--- config.mk ---
export PLATFORM = sky130hd
export DESIGN_NAME = score_piece_bridge
export DESIGN_NICKNAME = d
export VERILOG_FILES = /design/src/rtl/score_pkg.sv /design/src/rtl/bin2bcd_seq.sv /design/src/rtl/score_piece_bridge.sv
export SDC_FILE = /design/constraint.sdc
export NUM_CORES = 1
export LEC_CHECK = 0
export CAP_MARGIN = 10
export CORE_UTILIZATION = 50
export CTS_BUF_LIST = sky130_fd_sc_hd__clkbuf_2 sky130_fd_sc_hd__clkbuf_4 sky130_fd_sc_hd__clkbuf_8
export CTS_CLUSTER_DIAMETER = 30
export DETAILED_ROUTE_END_ITERATION = 10
export PLACE_DENSITY_LB_ADDON = 0.3
export SLEW_MARGIN = 10
export SYNTH_ARGS = -nofsm -noshare
export SYNTH_HDL_FRONTEND = slang
export SYNTH_SLANG_ARGS = --single-unit
--- constraint.sdc ---
create_clock -name clock -period 9.6 [get_ports clock]
set_clock_uncertainty 0.15 [all_clocks]
set_input_delay 1.92 -clock clock [delete_from_list [all_inputs] [get_ports clock]]
set_output_delay 1.92 -clock clock [all_outputs]
set_load 0.005 [all_outputs]
--- src/rtl/score_pkg.sv ---
// Shared parameters, FSM state encodings and double-dabble helpers for score_piece_bridge.
package score_pkg;

  localparam int unsigned DIGITS_DEF    = 6;
  localparam int unsigned MAX_SCORE_DEF = 999999;

  typedef enum logic [1:0] {
    BCD_IDLE  = 2'd0,
    BCD_SHIFT = 2'd1,
    BCD_DONE  = 2'd2
  } bcd_state_t;

  typedef enum logic {
    PC_IDLE = 1'b0,
    PC_REQ  = 1'b1
  } pc_state_t;

  function automatic logic [3:0] dd_adj(input logic [3:0] d);
    return (d >= 4'd5) ? d + 4'd3 : d;
  endfunction

  function automatic longint unsigned pow10(input int unsigned n);
    longint unsigned r;
    r = 1;
    for (int unsigned i = 0; i < n; i++) r = r * 10;
    return r;
  endfunction

endpackage

--- src/rtl/bin2bcd_seq.sv ---
// Sequential 32-bit binary to BCD converter: one add-3/shift step per cycle, 32 cycles.
// done is high during the final shift cycle; bcd holds the result from the next cycle on.
module bin2bcd_seq
  import score_pkg::*;
#(
  parameter int unsigned DIGITS = DIGITS_DEF
) (
  input  logic                  clock,
  input  logic                  ctrl_reset_n,
  input  logic                  start,
  input  logic [31:0]           bin,
  output logic                  busy,
  output logic                  done,
  output logic [4*DIGITS-1:0]   bcd
);

  logic [31:0]          r_bin;
  logic [4*DIGITS-1:0]  r_bcd;
  logic [4:0]           r_cnt;
  logic                 r_busy;
  logic [4*DIGITS-1:0]  w_adj;

  always_comb begin
    w_adj = '0;
    for (int unsigned i = 0; i < DIGITS; i++) begin
      w_adj[4*i +: 4] = dd_adj(r_bcd[4*i +: 4]);
    end
  end

  always_ff @(posedge clock or negedge ctrl_reset_n) begin
    if (!ctrl_reset_n) begin
      r_bin  <= '0;
      r_bcd  <= '0;
      r_cnt  <= '0;
      r_busy <= 1'b0;
    end else if (start && !r_busy) begin
      r_bin  <= bin;
      r_bcd  <= '0;
      r_cnt  <= '0;
      r_busy <= 1'b1;
    end else if (r_busy) begin
      r_bcd <= {w_adj[4*DIGITS-2:0], r_bin[31]};
      r_bin <= {r_bin[30:0], 1'b0};
      r_cnt <= r_cnt + 5'd1;
      if (r_cnt == 5'd31) r_busy <= 1'b0;
    end
  end

  assign busy = r_busy;
  assign done = r_busy && (r_cnt == 5'd31);
  assign bcd  = r_bcd;

endmodule

--- src/rtl/score_piece_bridge.sv ---
// Score accumulator with BCD display conversion and piece-generator req/ack bridge.
// Optional build macro: COMBO_BONUS_EN (doubles adds landing inside the combo window).
module score_piece_bridge
  import score_pkg::*;
#(
  parameter int unsigned DIGITS       = DIGITS_DEF,
  parameter int unsigned MAX_SCORE    = MAX_SCORE_DEF,
  parameter int unsigned TYPE_W       = 3,
  parameter int unsigned COMBO_WINDOW = 64
) (
  input  logic                 clock,
  input  logic                 ctrl_reset_n,
  input  logic [31:0]          scoreadd,
  input  logic [31:0]          terTypeChange,
  input  logic                 game_over,
  input  logic                 piece_ack,
  input  logic [TYPE_W-1:0]    piece_type,
  output logic [31:0]          score,
  output logic [31:0]          terType,
  output logic [4*DIGITS-1:0]  bcd_digits,
  output logic                 bcd_valid,
  output logic                 piece_req
);

  if ((COMBO_WINDOW == 0) || (64'(MAX_SCORE) >= pow10(DIGITS))) begin : g_param_err
    $error("score_piece_bridge: MAX_SCORE must fit in DIGITS and COMBO_WINDOW must be nonzero");
  end

  localparam logic [32:0] MAX33 = 33'(MAX_SCORE);

  logic [31:0]          r_scoreadd_q;
  logic [31:0]          r_ter_q;
  logic [31:0]          r_score;
  logic                 r_upd;
  bcd_state_t           r_bstate, w_bnext;
  logic                 r_bpend;
  logic [4*DIGITS-1:0]  r_bcd_digits;
  logic                 r_bcd_valid;
  pc_state_t            r_pstate, w_pnext;
  logic                 r_ppend;
  logic [TYPE_W-1:0]    r_ter_type;

  logic                 w_add_evt;
  logic                 w_pc_trig;
  logic [32:0]          w_inc;
  logic [32:0]          w_sum;
  logic                 w_bstart;
  logic                 w_bload;
  logic                 w_busy;
  logic                 w_done;
  logic [4*DIGITS-1:0]  w_bcd;

  assign w_add_evt = (scoreadd != r_scoreadd_q) && (scoreadd != '0) && !game_over;
  assign w_pc_trig = (terTypeChange != r_ter_q) && (terTypeChange != '0) && !game_over;

`ifdef COMBO_BONUS_EN
  localparam int unsigned CW_BITS = $clog2(COMBO_WINDOW + 1);
  localparam logic [CW_BITS-1:0] CW = CW_BITS'(COMBO_WINDOW);
  logic [CW_BITS-1:0] r_combo_cnt;

  // Counter starts saturated so the first add after reset is never a combo.
  always_ff @(posedge clock or negedge ctrl_reset_n) begin
    if (!ctrl_reset_n)        r_combo_cnt <= CW;
    else if (w_add_evt)       r_combo_cnt <= '0;
    else if (r_combo_cnt < CW) r_combo_cnt <= r_combo_cnt + 1'b1;
  end

  assign w_inc = (r_combo_cnt < CW) ? {scoreadd, 1'b0} : {1'b0, scoreadd};
`else
  assign w_inc = {1'b0, scoreadd};
`endif

  assign w_sum = {1'b0, r_score} + w_inc;

  always_ff @(posedge clock or negedge ctrl_reset_n) begin
    if (!ctrl_reset_n) begin
      r_scoreadd_q <= '0;
      r_ter_q      <= '0;
      r_score      <= '0;
      r_upd        <= 1'b0;
    end else begin
      r_scoreadd_q <= scoreadd;
      r_ter_q      <= terTypeChange;
      r_upd        <= w_add_evt;
      if (w_add_evt) r_score <= (w_sum > MAX33) ? MAX33[31:0] : w_sum[31:0];
    end
  end

  bin2bcd_seq #(.DIGITS(DIGITS)) u_bcd (
    .clock        (clock),
    .ctrl_reset_n (ctrl_reset_n),
    .start        (w_bstart),
    .bin          (r_score),
    .busy         (w_busy),
    .done         (w_done),
    .bcd          (w_bcd)
  );

  always_comb begin
    w_bnext  = r_bstate;
    w_bstart = 1'b0;
    w_bload  = 1'b0;
    case (r_bstate)
      BCD_IDLE: if (r_upd && !w_busy) begin
        w_bstart = 1'b1;
        w_bnext  = BCD_SHIFT;
      end
      BCD_SHIFT: if (w_done) w_bnext = BCD_DONE;
      BCD_DONE: begin
        w_bload = 1'b1;
        // An update landing in the DONE cycle itself counts as pending.
        if (r_bpend || r_upd) begin
          w_bstart = 1'b1;
          w_bnext  = BCD_SHIFT;
        end else begin
          w_bnext = BCD_IDLE;
        end
      end
      default: w_bnext = BCD_IDLE;
    endcase
  end

  always_ff @(posedge clock or negedge ctrl_reset_n) begin
    if (!ctrl_reset_n) begin
      r_bstate     <= BCD_IDLE;
      r_bpend      <= 1'b0;
      r_bcd_digits <= '0;
      r_bcd_valid  <= 1'b1;
    end else begin
      r_bstate <= w_bnext;
      if (w_bstart)                           r_bpend <= 1'b0;
      else if (r_upd && r_bstate != BCD_IDLE) r_bpend <= 1'b1;
      if (w_bload) r_bcd_digits <= w_bcd;
      if (r_upd)        r_bcd_valid <= 1'b0;
      else if (w_bload) r_bcd_valid <= !r_bpend;
    end
  end

  always_comb begin
    w_pnext = r_pstate;
    case (r_pstate)
      PC_IDLE: if (w_pc_trig || (r_ppend && !game_over)) w_pnext = PC_REQ;
      PC_REQ:  if (piece_ack) w_pnext = PC_IDLE;
      default: w_pnext = PC_IDLE;
    endcase
  end

  always_ff @(posedge clock or negedge ctrl_reset_n) begin
    if (!ctrl_reset_n) begin
      r_pstate   <= PC_IDLE;
      r_ppend    <= 1'b0;
      r_ter_type <= '0;
    end else begin
      r_pstate <= w_pnext;
      if (game_over)                                 r_ppend <= 1'b0;
      else if (r_pstate == PC_IDLE && w_pnext == PC_REQ) r_ppend <= 1'b0;
      else if (r_pstate == PC_REQ && w_pc_trig)       r_ppend <= 1'b1;
      if (r_pstate == PC_REQ && piece_ack) r_ter_type <= piece_type;
    end
  end

  assign score      = r_score;
  assign terType    = {{(32-TYPE_W){1'b0}}, r_ter_type};
  assign bcd_digits = r_bcd_digits;
  assign bcd_valid  = r_bcd_valid;
  assign piece_req  = (r_pstate == PC_REQ);

endmodule

==> summary.txt, run 1 <==
Run status
  • Status: completed

Power and ir drop
  • Max rail drop VDD: 0.0886 mV
  • Cell Pwr Density: 180 mW/mm^2
  • Power, Total: 2.21 mW
  • LEAKAGE: 5.15 nW

STA
  • Final setup viols: 0
  • Total negative slack: 0 ns
  • Slew @ Worst Pin: 0.882 ns
  • Slew headroom: 41.2%
  • Final hold vios: 0
  • Worst hold margin: 0.305 ns
  • Unrepaired setup endpoints after global routing: no
  • Max frequency: 188 MHz
  • Min cycle time layout: 5.33 ns
  • Final WS setup: 4.27 ns
  • Slew Limit Fails: 0
  • Period Utilization, post-route: 55.5%

Global route
  • Global-route wire length before repair: 43.1 mm
  • Largest net degree at the start of global routing: 101
  • Global Route Usage Sum: 25.5%
  • Grt total ovfl: 0
  • Vias in the first global route: 8051
  • Initial antenna violation count: 0

Setup path
  • Worst EP required: 9.80 ns
  • R2r worst-path depth: 10
  • Worst EP arrival: 5.53 ns
  • Worst setup SP type: input pin
  • CP startpoint: scoreadd[0]
  • Reg2reg start: score[0]
  • CP Class: in2reg
  • CP Max Fanout: 14
  • CP Capture Type: flop

Clock network
  • H-tree levels: 4
  • Num CTS Buffers: 17
  • # hold bufs at CTS: 0
  • CTS clk-pin slew, worst paths: 0.11 ns
  • CTS Buffer Depth: 2
  • Num Clock Sinks: 192
  • CTS root buf: clkbuf_8
  • Postcts setup bufs: 0
  • CTS tree: yes
  • Clk_lat worst skew: 0.47 ns
  • # resized after CTS: 0

Synth
  • Avg Cell Area, Syn: 9.83 sq um
  • Post-synth EDFFs: 0
  • Ys async rst share: 100%
  • Synth cell types: 64
  • Synthesized cell area: 0.0104 sq mm
  • Cells after Synth: 1058
  • Seq/Total Area, Yosys: 46.2%
  • Syn. warnings: 0
  • Synth area leader: dfrtp_1
  • Yosys reg bits: 192
  • Prevailing post-synth register cell: dfrtp_1
  • Yosys top cell area share: 45.9%
  • Largest cells by area after synthesis: dfrtp_1 (46%), xnor2_1 (7.0%), ha_1 (5.5%)

Die
  • Core Area: 0.0203 sq mm
  • Ports: 161
  • DIE HEIGHT: 146 microns
  • Site row count: 52
  • Die Footprint: 0.0214 sq mm
  • Die W: 146 microns
  • Starting Density: 51.3%

Cells and area
  • Final std cells w/o fill: 1449
  • Share of post-route cells with drive strength above 1: 6.87%
  • Diode count: 0
  • Layout area overhead: 17.8%
  • Layout Nets: 1284
  • Final Core Density: 60.4%
  • Post-route cell area: 0.0123 sq mm

Drt
  • Met2 wire length: 12.2 mm
  • Vias: 8280
  • Final wirelength: 26.5 mm
  • Top sig layer: met4
  • ANT nets after route: 0
  • Metal1 wirelength: 12.0 mm
  • Residual DRC: 0
  • Wire per inst: 18.3 microns
  • DR iter-0 viols: 654
  • Drt first pass iters: 5
  • Length of routed met3 wiring: 1.39 mm
  • Via/cell ratio: 5.71

Place
  • Global placement routability congestion: 0.927
  • Pre-CTS WS: 3.81 ns
  • DP Wirelength: 19.3 mm
  • Placed cell count: 1417
  • Buffers on Ports: 131
  • Dpl cell area: 0.0118 sq mm

Min path
  • Hold crit path type: reg2reg
  • Hold Path Stages: 1
  • Hold wc startpoint: r_upd

Flow run
  • Max-Cap Viols: 0
-- sequential cells by signal (all words and copies together) (netlist names) --
name          cells
bcd_digits       24
u_bcd.r_cnt       5
u_bcd.busy        1
r_ppend           1
r_bpend           1
r_upd             1
u_bcd.r_bin      32
bcd_valid         1
u_bcd.bcd        24
piece_req         1
score            32
r_ter_q          32
r_scoreadd_q     32
r_ter_type        3
r_bstate          2
-- layer usage --
metal  global-route usage (%)  vias up
met2                     40.3      282
li1                         -     3923
met3                     3.47       57
met1                     35.6     4018
met5                        0        -
met4                     9.95        0
-- logic make-up (layout without fill, tap and decap cells) --
family                     count (synthesis)  after routing  synth area share (%)
and+or+nand+nor                          304            304                  14.3
AOI/OAI and AO/OA                        261            261                  15.2
DFF                                      192            192                  46.2
xor gates and xnor gates                 101            101                  8.50
buffers and inverters                    100            193                  4.87
muxes                                     52             52                  5.18
adders and majority gates                 47             47                  5.72
other                                      1             29                0.0360
-- area by class of cell --
type / count / area, sq um
clock buffers: 18 / 248
multi-input cells: 794 / 5230
inverters: 21 / 78.8
flip-flops and latches: 192 / 4810
fillers: 1783 / 8050
repair buffers: 140 / 1380
well taps: 270 / 338
clock inverters: 14 / 169
-- synth_stat cells (all sizes together), types with 3 or more instances --
library cell  instances
nand3                 6
mux2                 15
nand3b                3
xor2                 18
dfrtp               191
inv                  20
xnor2                83
nand2b               12
clkbuf               42
o31ai                 8
a211oi                7
or3                   3
a31o                 13
nor2b                24
o22ai                 8
a31oi                29
o211ai                5
nand2               122
nor2                 47
o31a                  3
a21oi                61
buf                  37
nor3                 12
nor3b                 7
mux2i                37
a221oi                3
a21o                  5
ha                   46
nand4                31
nor4                 24
o21ai                98
and3                  8
-- critical path, stage by stage --
cell and delay (ns):
clkdlybuf4s50_1 0.47, ha_1 0.27, fa_1 0.40, a21o_1 0.22
a221o_2 0.44, a211oi_4 0.32, xor2_1 0.23, o211ai_1 0.11
or4b_1 0.73, a31oi_1 0.29, a31oi_1 0.11
-- cell usage in the layout (no fill, tap or decap), types with 31 or more instances in the layout --
cell             instances
a21oi_1                 61
clkdlybuf4s50_1        130
dfrtp_1                190
ha_1                    46
mux2i_1                 37
nand2_1                122
nand4_1                 31
nor2_1                  46
o21ai_0                 96
xnor2_1                 83
-- where the power goes --
group / switching, mW / internal, mW
sequential: 0.0992 / 0.940
combinational: 0.343 / 0.276
clock: 0.326 / 0.228
total: 0.768 / 1.44
-- final timing paths --
path	slack, ns	endpoint
max in group asynchronous	6.74	r_scoreadd_q[16]
min	0.30	bcd_valid
min in group asynchronous	1.34	r_ter_q[28]
min reg2reg	0.30	bcd_valid
max	4.27	score[4]
max reg2reg	5.74	score[4]
Note: power is estimated with default switching activity, not from simulation.
==> run 2: changes to the inputs <==
==> constraint.sdc (replaced) <==
create_clock -name clock -period 4.33 [get_ports clock]
set_clock_uncertainty 0.15 [all_clocks]
set_input_delay 0.866 -clock clock [delete_from_list [all_inputs] [get_ports clock]]
set_output_delay 0.866 -clock clock [all_outputs]
set_load 0.005 [all_outputs]
==> run 2 against run 1 <==
  * Critical path type unchanged
  * Sequential share of layout area decreased by 1.1 points
  * Critical path depth up 1
  * Clock power rose by 120%
  * Final cell count grew 2.9%
  * Register-to-register slack lost 5.0 ns
  * Setup slack worse by 3.9 ns
  * Sequential power grew 120%
==> summary.txt, run 2 (synthesis results as in run 1) <==
Die
  • Ports: 161 (unchanged)
  • Die W: 146 microns (unchanged)
  • Die Footprint: 0.0214 sq mm (unchanged)
  • Core Area: 0.0203 sq mm (unchanged)
  • Starting Density: 51.3% (unchanged)
  • DIE HEIGHT: 146 microns (unchanged)
  • Site row count: 52 (unchanged)

Place
  • Buffers on Ports: 131 (unchanged)
  • Global placement routability congestion: 0.910 (-1.8%)
  • Dpl cell area: 0.0122 sq mm (+3.1%)
  • DP Wirelength: 19.3 mm (about the same)
  • Pre-CTS WS: -0.0836 ns (-3.89 ns)

Global route
  • Largest net degree at the start of global routing: 105 (+4.0%)
  • Global-route wire length before repair: 42.1 mm (-2.3%)
  • Initial antenna violation count: 0 (unchanged)
  • Vias in the first global route: 8098 (+0.58%)
  • Grt total ovfl: 0 (unchanged)
  • Global Route Usage Sum: 25.0% (-0.55 points)

Clock network
  • # resized after CTS: 0 (unchanged)
  • Num CTS Buffers: 17 (unchanged)
  • CTS root buf: clkbuf_8
  • CTS tree: yes
  • Clk_lat worst skew: 0.47 ns (about the same)
  • H-tree levels: 4 (unchanged)
  • Postcts setup bufs: 0 (unchanged)
  • Num Clock Sinks: 192 (unchanged)
  • # hold bufs at CTS: 0 (unchanged)
  • CTS clk-pin slew, worst paths: 0.11 ns (about the same)
  • CTS Buffer Depth: 2 (unchanged)

Cells and area
  • Commonest non-fill, non-tap cell in the layout: dfrtp_1
  • Layout Nets: 1326 (+3.3%)
  • Diode count: 0 (unchanged)
  • Share of post-route cells with drive strength above 1: 10.1% (+3.2 points)
  • Layout area overhead: 21.3%
  • Commonest non-fill, non-tap cells in the layout: dfrtp_1 (190), clkdlybuf4s50_1 (130), nand2_1 (122), o21ai_0 (96), xnor2_1 (83)
  • Post-route cell area: 0.0126 sq mm (+3.0%)

Setup path
  • CP Capture Type: flop
  • R2R Setup Slk: 0.70 ns (-5.04 ns)
  • Worst setup SP type: input pin
  • CP Class: in2reg
  • Worst EP required: 4.60 ns (-5.20 ns)
  • Worst EP arrival: 4.25 ns (-1.28 ns)
  • CP Max Fanout: 14 (unchanged)

Drt
  • Wire per inst: 17.5 microns (-4.3%)
  • Via/cell ratio: 5.63 (-1.4%)
  • Drt first pass iters: 7 (+2)
  • DR iter-0 viols: 582 (-11%)
  • Final wirelength: 26.1 mm (-1.5%)
  • Vias: 8400 (+1.4%)
  • Residual DRC: 0 (unchanged)
  • ANT nets after route: 0 (unchanged)

Run status
  • Status: completed

STA
  • Slew @ Worst Pin: 0.860 ns (-0.0213 ns)
  • Worst hold margin: 0.306 ns (+0.00167 ns)
  • Final WS setup: 0.352 ns (-3.92 ns)
  • Slew headroom: 42.6% (+1.4 points)
  • Final setup viols: 0 (unchanged)
  • Final hold vios: 0 (unchanged)
  • Unrepaired setup endpoints after global routing: no
  • Slew Limit Fails: 0 (unchanged)
  • Min cycle time layout: 3.98 ns
  • Max frequency: 251 MHz
  • Total negative slack: 0 ns (unchanged)
  • Period Utilization, post-route: 91.9%

Flow run
  • Max-Cap Viols: 0 (unchanged)

Power and ir drop
  • LEAKAGE: 5.37 nW (+4.2%)
  • Cell Pwr Density: 391 mW/mm^2 (+120%)
  • Max rail drop VDD: 0.188 mV (+110%)

Min path
  • Hold crit path type: reg2reg
-- run 2: final timing paths --
kind,startpoint,to,cells after the start
worst max-delay path,scoreadd[0],score[10],12
worst min register to register,r_upd,bcd_valid,1
max in group asynchronous,ctrl_reset_n,bcd_digits[1],2
worst max register to register,score[0],score[10],11
worst min-delay path,r_upd,bcd_valid,1
min in group asynchronous,ctrl_reset_n,r_ter_q[23],1
-- run 2: per-stage QoR --
step	std cells	power (mW)	util, %
finish	1491	4.93	62.2
global route	1491	5.27	62.2
CTS	1491	4.97	62.2
detailed placement	1459	3.74	60.1
global placement	1459	3.68	60.1
floorplan	1086	3.29	-
-- run 2: cell type report --
cell class | count | area [sq um]
fill | 1741 | 7680
multi-input combinational | 794 | 5230
sequential | 192 | 4810
timing repair buffer | 182 | 1750
tap | 270 | 338
clock buffer | 18 | 248
clock inverter | 14 | 169
inverter | 21 | 78.8
-- run 2: routing by layer --
layer	GRT usage (%)	part of all wire, %
met5	0	0
met1	35.0	46
met4	7.19	1.6
met2	40.6	48
met3	3.25	4.5
-- run 2: power by group --
group,internal [mW],leakage (nW),switching (mW),total [mW]
registers,2.08,2.39,0.221,2.31
clock network,0.506,0.206,0.721,1.23
logic,0.644,2.77,0.756,1.40
total,3.23,5.37,1.70,4.93
-- run 2: critical path, cell delays in order --
cell and delay [ns]:
clkdlybuf4s50_1 0.43, ha_1 0.24, fa_1 0.39, a21o_1 0.22, a221o_2 0.41, a211oi_4 0.25, xor2_1 0.22, o211ai_1 0.11
or4b_1 0.47, buf_4 0.20, a31oi_1 0.25, a31o_2 0.18
